**src/rtl/loader_pkg.sv**
```systemverilog
// ---------------------------------------------------------------------------
// loader_pkg
// Shared constants and types for the memory loader and the blocks that share
// the 1K x 16 instruction/data memory (memory, fetch unit).
//   DEFAULT_ADDR_W : memory address width (1024 words)
//   DEFAULT_DATA_W : memory word width
//   state_t        : loader FSM states, 3-bit encoding
// ---------------------------------------------------------------------------
package loader_pkg;

    localparam int DEFAULT_ADDR_W = 10;
    localparam int DEFAULT_DATA_W = 16;

    typedef enum logic [2:0] {
        ST_IDLE  = 3'd0,
        ST_WAIT  = 3'd1,
        ST_WRITE = 3'd2,
        ST_READ  = 3'd3,
        ST_CHECK = 3'd4,
        ST_DONE  = 3'd5
    } state_t;

endpackage

```
**src/rtl/memory_loader.sv**
```systemverilog
// ---------------------------------------------------------------------------
// memory_loader
// Write-side initiator for the instruction/data memory. Takes a stream of
// words on a valid/ready handshake, writes each one to base+idx, reads it
// back one cycle later and compares. Owns the memory write port while busy.
//
// Ports:
//   clk       in   rising-edge clock
//   reset     in   asynchronous, active-low; 0 clears all state
//   start     in   begin a load (only looked at in IDLE)
//   base      in   first write address, latched on accepted start
//   length    in   word count 0..2^ADDR_W, latched on accepted start
//   in_valid  in   source has a word
//   in_data   in   word to load
//   in_ready  out  loader accepts a word this cycle
//   addr      out  memory address
//   din       out  memory write data
//   wea       out  memory write enable
//   douta     in   memory read data, one cycle after addr
//   busy      out  load in progress
//   done      out  one-cycle pulse at the end of a load
//   error     out  readback mismatch on the last load (sticky)
//   err_addr  out  address of the first mismatch
// ---------------------------------------------------------------------------
module memory_loader
    import loader_pkg::*;
#(
    parameter int ADDR_W = DEFAULT_ADDR_W,
    parameter int DATA_W = DEFAULT_DATA_W
) (
    input  logic              clk,
    input  logic              reset,
    input  logic              start,
    input  logic [ADDR_W-1:0] base,
    input  logic [ADDR_W:0]   length,
    input  logic              in_valid,
    input  logic [DATA_W-1:0] in_data,
    output logic              in_ready,
    output logic [ADDR_W-1:0] addr,
    output logic [DATA_W-1:0] din,
    output logic              wea,
    input  logic [DATA_W-1:0] douta,
    output logic              busy,
    output logic              done,
    output logic              error,
    output logic [ADDR_W-1:0] err_addr
);

    state_t state;
    state_t next_state;

    // Index and length are one bit wider than the address so that a full
    // 2^ADDR_W-word load can be counted and compared without overflow.
    logic [ADDR_W-1:0] base_q;
    logic [ADDR_W-1:0] base_d;
    logic [ADDR_W:0]   len_q;
    logic [ADDR_W:0]   len_d;
    logic [ADDR_W:0]   idx_q;
    logic [ADDR_W:0]   idx_d;
    logic [ADDR_W:0]   idx_inc;

    logic [DATA_W-1:0] din_d;
    logic [ADDR_W-1:0] addr_d;
    logic [ADDR_W-1:0] err_addr_d;
    logic              error_d;
    logic              in_ready_d;
    logic              wea_d;
    logic              busy_d;
    logic              done_d;

    logic              handshake;
    logic              mismatch;
    logic              last_word;

    // din doubles as the latched word, so the readback compares against it.
    assign handshake = (state == ST_WAIT) && in_valid && in_ready;
    assign mismatch  = (douta != din);
    assign idx_inc   = idx_q + (ADDR_W+1)'(1);
    assign last_word = (idx_inc == len_q);

    // State register plus the registered copies of every output, so all
    // outputs leave the block straight from flops.
    always_ff @(posedge clk or negedge reset) begin
        if (!reset) begin
            state    <= ST_IDLE;
            base_q   <= '0;
            len_q    <= '0;
            idx_q    <= '0;
            din      <= '0;
            addr     <= '0;
            err_addr <= '0;
            error    <= 1'b0;
            in_ready <= 1'b0;
            wea      <= 1'b0;
            busy     <= 1'b0;
            done     <= 1'b0;
        end else begin
            state    <= next_state;
            base_q   <= base_d;
            len_q    <= len_d;
            idx_q    <= idx_d;
            din      <= din_d;
            addr     <= addr_d;
            err_addr <= err_addr_d;
            error    <= error_d;
            in_ready <= in_ready_d;
            wea      <= wea_d;
            busy     <= busy_d;
            done     <= done_d;
        end
    end

    // Next-state logic. A mismatch aborts the load straight to DONE.
    always_comb begin
        next_state = state;
        case (state)
            ST_IDLE: begin
                if (start) begin
                    next_state = (length == '0) ? ST_DONE : ST_WAIT;
                end
            end
            ST_WAIT: begin
                if (handshake) begin
                    next_state = ST_WRITE;
                end
            end
            ST_WRITE: next_state = ST_READ;
            ST_READ:  next_state = ST_CHECK;
            ST_CHECK: begin
                if (mismatch || last_word) begin
                    next_state = ST_DONE;
                end else begin
                    next_state = ST_WAIT;
                end
            end
            ST_DONE:  next_state = ST_IDLE;
            default:  next_state = ST_IDLE;
        endcase
    end

    // Next values of the registered outputs and datapath. Control outputs
    // are decoded from next_state so they line up with the state they
    // describe; the address wraps naturally at ADDR_W bits.
    always_comb begin
        base_d     = base_q;
        len_d      = len_q;
        idx_d      = idx_q;
        din_d      = din;
        addr_d     = addr;
        error_d    = error;
        err_addr_d = err_addr;

        case (state)
            ST_IDLE: begin
                if (start) begin
                    base_d     = base;
                    len_d      = length;
                    idx_d      = '0;
                    error_d    = 1'b0;
                    err_addr_d = '0;
                end
            end
            ST_WAIT: begin
                if (handshake) begin
                    din_d  = in_data;
                    addr_d = base_q + idx_q[ADDR_W-1:0];
                end
            end
            ST_CHECK: begin
                if (mismatch) begin
                    error_d    = 1'b1;
                    err_addr_d = addr;
                end else if (!last_word) begin
                    idx_d = idx_inc;
                end
            end
            default: begin
            end
        endcase

        in_ready_d = (next_state == ST_WAIT);
        wea_d      = (next_state == ST_WRITE);
        done_d     = (next_state == ST_DONE);
        busy_d     = (next_state == ST_WAIT)  || (next_state == ST_WRITE) ||
                     (next_state == ST_READ)  || (next_state == ST_CHECK);
    end

endmodule

```
**config.mk**
```make
export PLATFORM = sky130hd
export DESIGN_NAME = memory_loader
export DESIGN_NICKNAME = d
export VERILOG_FILES = /design/src/rtl/loader_pkg.sv /design/src/rtl/memory_loader.sv
export SDC_FILE = /design/constraint.sdc
export NUM_CORES = 1
export LEC_CHECK = 0
export ABC_AREA = 1
export CAP_MARGIN = 20
export CORE_ASPECT_RATIO = 1.25
export CORE_MARGIN = 1
export CORE_UTILIZATION = 30
export CTS_BUF_LIST = sky130_fd_sc_hd__clkbuf_4
export DETAILED_ROUTE_END_ITERATION = 16
export GPL_TIMING_DRIVEN = 0
export PLACE_DENSITY = 0.63
export SETUP_SLACK_MARGIN = 0.1
export SLEW_MARGIN = 20
export SYNTH_ARGS = -nofsm -noshare
export SYNTH_HDL_FRONTEND = slang
export SYNTH_SLANG_ARGS = --single-unit
```
**constraint.sdc**
```tcl
create_clock -name clk -period 2.14 [get_ports clk]
set_clock_uncertainty 0.1 [all_clocks]
set_input_delay 0.214 -clock clk [delete_from_list [all_inputs] [get_ports clk]]
set_output_delay 0.214 -clock clk [all_outputs]
set_load 0.02 [all_outputs]
```
; ---- After elaboration in Yosys (flattened, before gate mapping)
; Cells that the tools add are included.
[op_classes]
n_eq_ne = 15
magnitude_cmp = 0
addsub = 2
bitwise = 0
n_shift = 0
mux = 15
mul = 0
n_div = 0
n_reduce_logical = 13
[op_table]
columns = operator, count
row1 = 2-to-1 mux 11 bit, 3
row2 = one-hot mux 11 bit (2 select lines), 1
row3 = 2-to-1 mux 10 bit, 2
row4 = one-hot mux 10 bit (2 select lines), 1
row5 = inequality test 16 bit, 1
row6 = one-hot mux 3 bit (5 select lines), 1
row7 = "== test 3 x 2 -> 1 bit, second input constant", 4
row8 = 2-to-1 mux 3 bit, 4
row9 = "adder 11 x 1 -> 11 bit, second input constant", 1
row10 = == test 11 bit, 1
row11 = zero test 11 bit, 1
row12 = adder 10 bit, 1
row13 = "== test 3 bit, second input constant", 3
row14 = "inequality test 2 bit, second input constant", 4
row15 = "== test 3 x 1 -> 1 bit, second input constant", 2
row16 = logical OR 1 bit, 4
row17 = AND reduction 2 bit, 2
row18 = AND reduction 4 bit, 1
row19 = zero test 3 bit, 1
row20 = AND reduction 3 bit, 1
row21 = logical AND 1 bit, 2
row22 = 2-to-1 mux 1 bit, 2
row23 = one-hot mux 1 bit (2 select lines), 1
row24 = nonzero test 2 bit, 1
[word_totals]
memories = 0
latchBits = 0
output_inout_bits = 41
word_cells = 57
ff_bits = 76
romBits = 0
mem_bits_rw = 0
inputBits = 57

; ---- Longest topological paths before layout
[depth]
depth_word = 9
mapped_depth = 15
ltp_nobuf = 15

; ---- Least setup slack after synthesis
; OpenSTA, ideal clock, no wires.
[synth_path]
kind = register to register
from = register idx_q[0]
to = register addr[6]
required_time_ns = 1.905
path_stages_with_launch = 11
arrival_ns = 1.708
setup_slack_ns = 0.197
n_path_buf = 0
synth_period_minus_slack_ns = 1.943
setup_ns = 0.135
cell_sequence = dfrtp_1 -> ha_1 -> inv_1 -> fa_1 -> inv_1 -> a31oi_1 -> inv_1 -> a21oi_1 -> o21ai_0 -> xor2_1 -> o21ai_0
[synth_via]
elab_chain_len = 1
[synth_rtl]
columns = element, line_no
row1 = start: declaration, memory_loader.sv:58  ; logic [ADDR_W:0] idx_q;
row2 = start signal: assignment, memory_loader.sv:101  ; idx_q <= idx_d;
row3 = adder 10 bit, memory_loader.sv:166  ; addr_d = base_q + idx_q[ADDR_W-1:0];
row4 = end signal: assignment, memory_loader.sv:103  ; addr <= addr_d;
row5 = end: declaration, memory_loader.sv:39  ; output logic [ADDR_W-1:0] addr,
; Every way passes these cells.
; A chain may end at the register's enable or synchronous reset.

; ---- Worst setup path in the final report
; Same ends and word-level chain as after synthesis.

==> qor.csv <==
metric;value;unit
cts_max_level;3;
synth_nets;588;
grt_pass1_wl;17.6;mm
fin_nets;709;
grt-ovfl-total;0;
worstReg2RegStart;idx_q[0]$_DFFE_PN0P_;
port_buffers;97;
worstPathArrival;2.36;ns
io_pins;98;
viasPerCell;4.71;
yosysTopAreaCellShare;0.476;
dieArea;13800;sq um
diodes;0;
cts_tree;yes;
drtPass1Iterations;4;
synth_area;4000;sq um
route.detailed.drc;0;
setup_viol;0;
synth_area_leader_cell;dfrtp_1;
synthTopCellsByArea;dfrtp_1 48%, nand2_1 18%, nand3_1 5.6%, inv_1 5.0%, o21ai_0 3.9%;
grt_max_degree;46;
layout-drive-gt1-share;0.118;
clk_latency;0.46;ns
cts_made_buffers;9;
yosysSeqAreaShare;0.476;
drv_cap;0;
area_growth;41.1;%
grt_usage;0.164;
first_iter_violations;153;
initial_core_util;0.312;
ys_ff_latch;76;
worstPathMaxFanout;3;
slew_viol_final;0;
start_kind;flop;
rows;46;
gp_congestion;0.885;
synth.distinct_cells;30;
worstMarginPinSlew;0.523;ns
pwr_density_cell;1090;nW/um^2
finalHoldViolations;0;
fin_crit_sh;0.993;
hold_class;in -> async;
clk_pin_slew;0.13;ns
dp.cells;786;
grt_pass1_vias;3784;
yosysWarnings;0;
crit_path_start;idx_q[0]$_DFFE_PN0P_;
fp.dieH;131;um
avgSynthCellArea;7.69;sq um
hpwl;8.15;mm
fin_crit;2.12;ns
setup.worst_path.class;reg -> reg;
netlist_instances;520;
drt_wl_total;10.8;mm
n_fill_cell;1267;
required;2.38;ns
vdd.ir_drop.worst;0.000458;V
ant_nets;0;
wl_per_cell;13.2;um
leakagePower;0.00265;uW
antenna_found_initial;0;
clockBufferDepth;2;
final_common_cell;nand2_1;
end_kind;flop;
fin_cells;814;
rsz0062_at_grt;yes;
final_util;0.439;
slew_headroom;0.651;
die_w;105;um
root_buffer;clkbuf_4;
final_cell_mix;192 x nand2_1, 96 x clkdlybuf4s50_1, 72 x dfrtp_1;
cts.sinks;76;
outcome;finished, final reports clean;
num_vias;3836;
core_area;12800;sq um
fmax;471;MHz
==> area by class of cell <==
type | count | area, sq um | share of cell area
well taps | 168 | 210 | 0.0373
flip-flops and latches | 76 | 1910 | 0.338
clock inverters | 7 | 91.3 | 0.0162
plain buffers | 15 | 78.8 | 0.0140
inverters | 54 | 204 | 0.0362
clock buffers | 9 | 67.6 | 0.0120
repair buffers | 110 | 1100 | 0.195
multi-input cells | 375 | 1980 | 0.351
==> cell usage after synthesis, drive strengths merged <==
cell,count
nand2,197
dfrtp,76
nand4,6
fa,1
o21ai,41
a32oi,1
inv,53
clkinv,1
nand3b,4
buf,4
clkbuf,11
nor3,5
xnor2,12
ha,10
o211ai,2
nand3,48
o21bai,1
xor2,5
o2111ai,3
o22ai,1
a21oi,7
nor2,26
or2,4
a31oi,1
==> final timing paths <==
kind	cells past startpoint	slack (ns)	end
hold / removal	2	0.14	din[15]$_DFFE_PN0P_
max in group asynchronous	3	1.21	idx_q[4]$_DFFE_PN0P_
min in group clk	3	0.18	din[13]$_DFFE_PN0P_
setup reg to reg	11	0.02	addr[6]$_DFFE_PN0P_
hold reg to reg	2	0.41	base_q[6]$_DFFE_PN0P_
setup / recovery	11	0.02	addr[6]$_DFFE_PN0P_
==> worst max-delay path, cell delays in order, from the launching register on <==
cell,delay (ns)
dfrtp_2,0.46
buf_12,0.12
ha_4,0.13
inv_2,0.05
fa_2,0.36
inv_2,0.08
a31oi_4,0.09
inv_2,0.08
a21oi_2,0.05
o21ai_1,0.17
xor2_1,0.24
o21ai_1,0.10
==> registers in the layout, indices dropped and copies added, names as in the netlist, 3 cells and up <==
name	count
addr	10
base_q	10
din	16
err_addr	10
idx_q	11
len_q	11
state	3
==> per-stage QoR <==
stage          worst slack [ns]  power [uW]  hold slack (ns)  area, sq um  TNS (ns)
3_5_place_dp             -0.170        5030           0.0933         5200     -3.31
6_report                 0.0159        6180            0.138         5640         0
3_3_place_gp              -1.94        4960            0.370         5180   -149.29
5_1_grt                 -0.0912        6640            0.151         5640    -0.908
4_1_cts                  0.0506        6100            0.127         5490         0
2_1_floorplan             0.197        3870           -0.182         4000         0
==> cell families after synthesis <==
kind of cell / count (synthesis) / synth area share
AOI/OAI and AO/OA: 57 / 0.0776
DFF: 76 / 0.476
and+or+nand+nor: 290 / 0.304
adders and majority gates: 11 / 0.0363
buffers and inverters: 69 / 0.0688
xor gates and xnor gates: 17 / 0.0372
==> layer usage <==
layer / share of wire / global-route usage / routed length [um] / vias up
met5: 0 / 0 / 0 / -
met4: 0.036 / 0.0961 / 387 / 0
met3: 0.052 / 0.0326 / 564 / 25
met2: 0.50 / 0.292 / 5370 / 129
met1: 0.41 / 0.185 / 4460 / 1770
li1: - / - / - / 1912
==> repair_timing <==
action | 4_1_cts | 5_1_grt
endpoints found under the setup margin | 21 | 47
buffers inserted | 5 | 5
hold endpoints to repair | 73 | 0
resized for setup | 20 | 36
hold buffers | 1 | 0
pin swaps | 7 | 13
gates cloned | 0 | 1
==> power breakdown <==
| part | switching (uW) | total (uW) | internal [uW] |
|---|---|---|---|
| Sequential | 401 | 2340 | 1940 |
| Combinational | 1570 | 2830 | 1260 |
| Clock | 535 | 1000 | 469 |
Note: power is estimated with default switching activity, not from simulation.
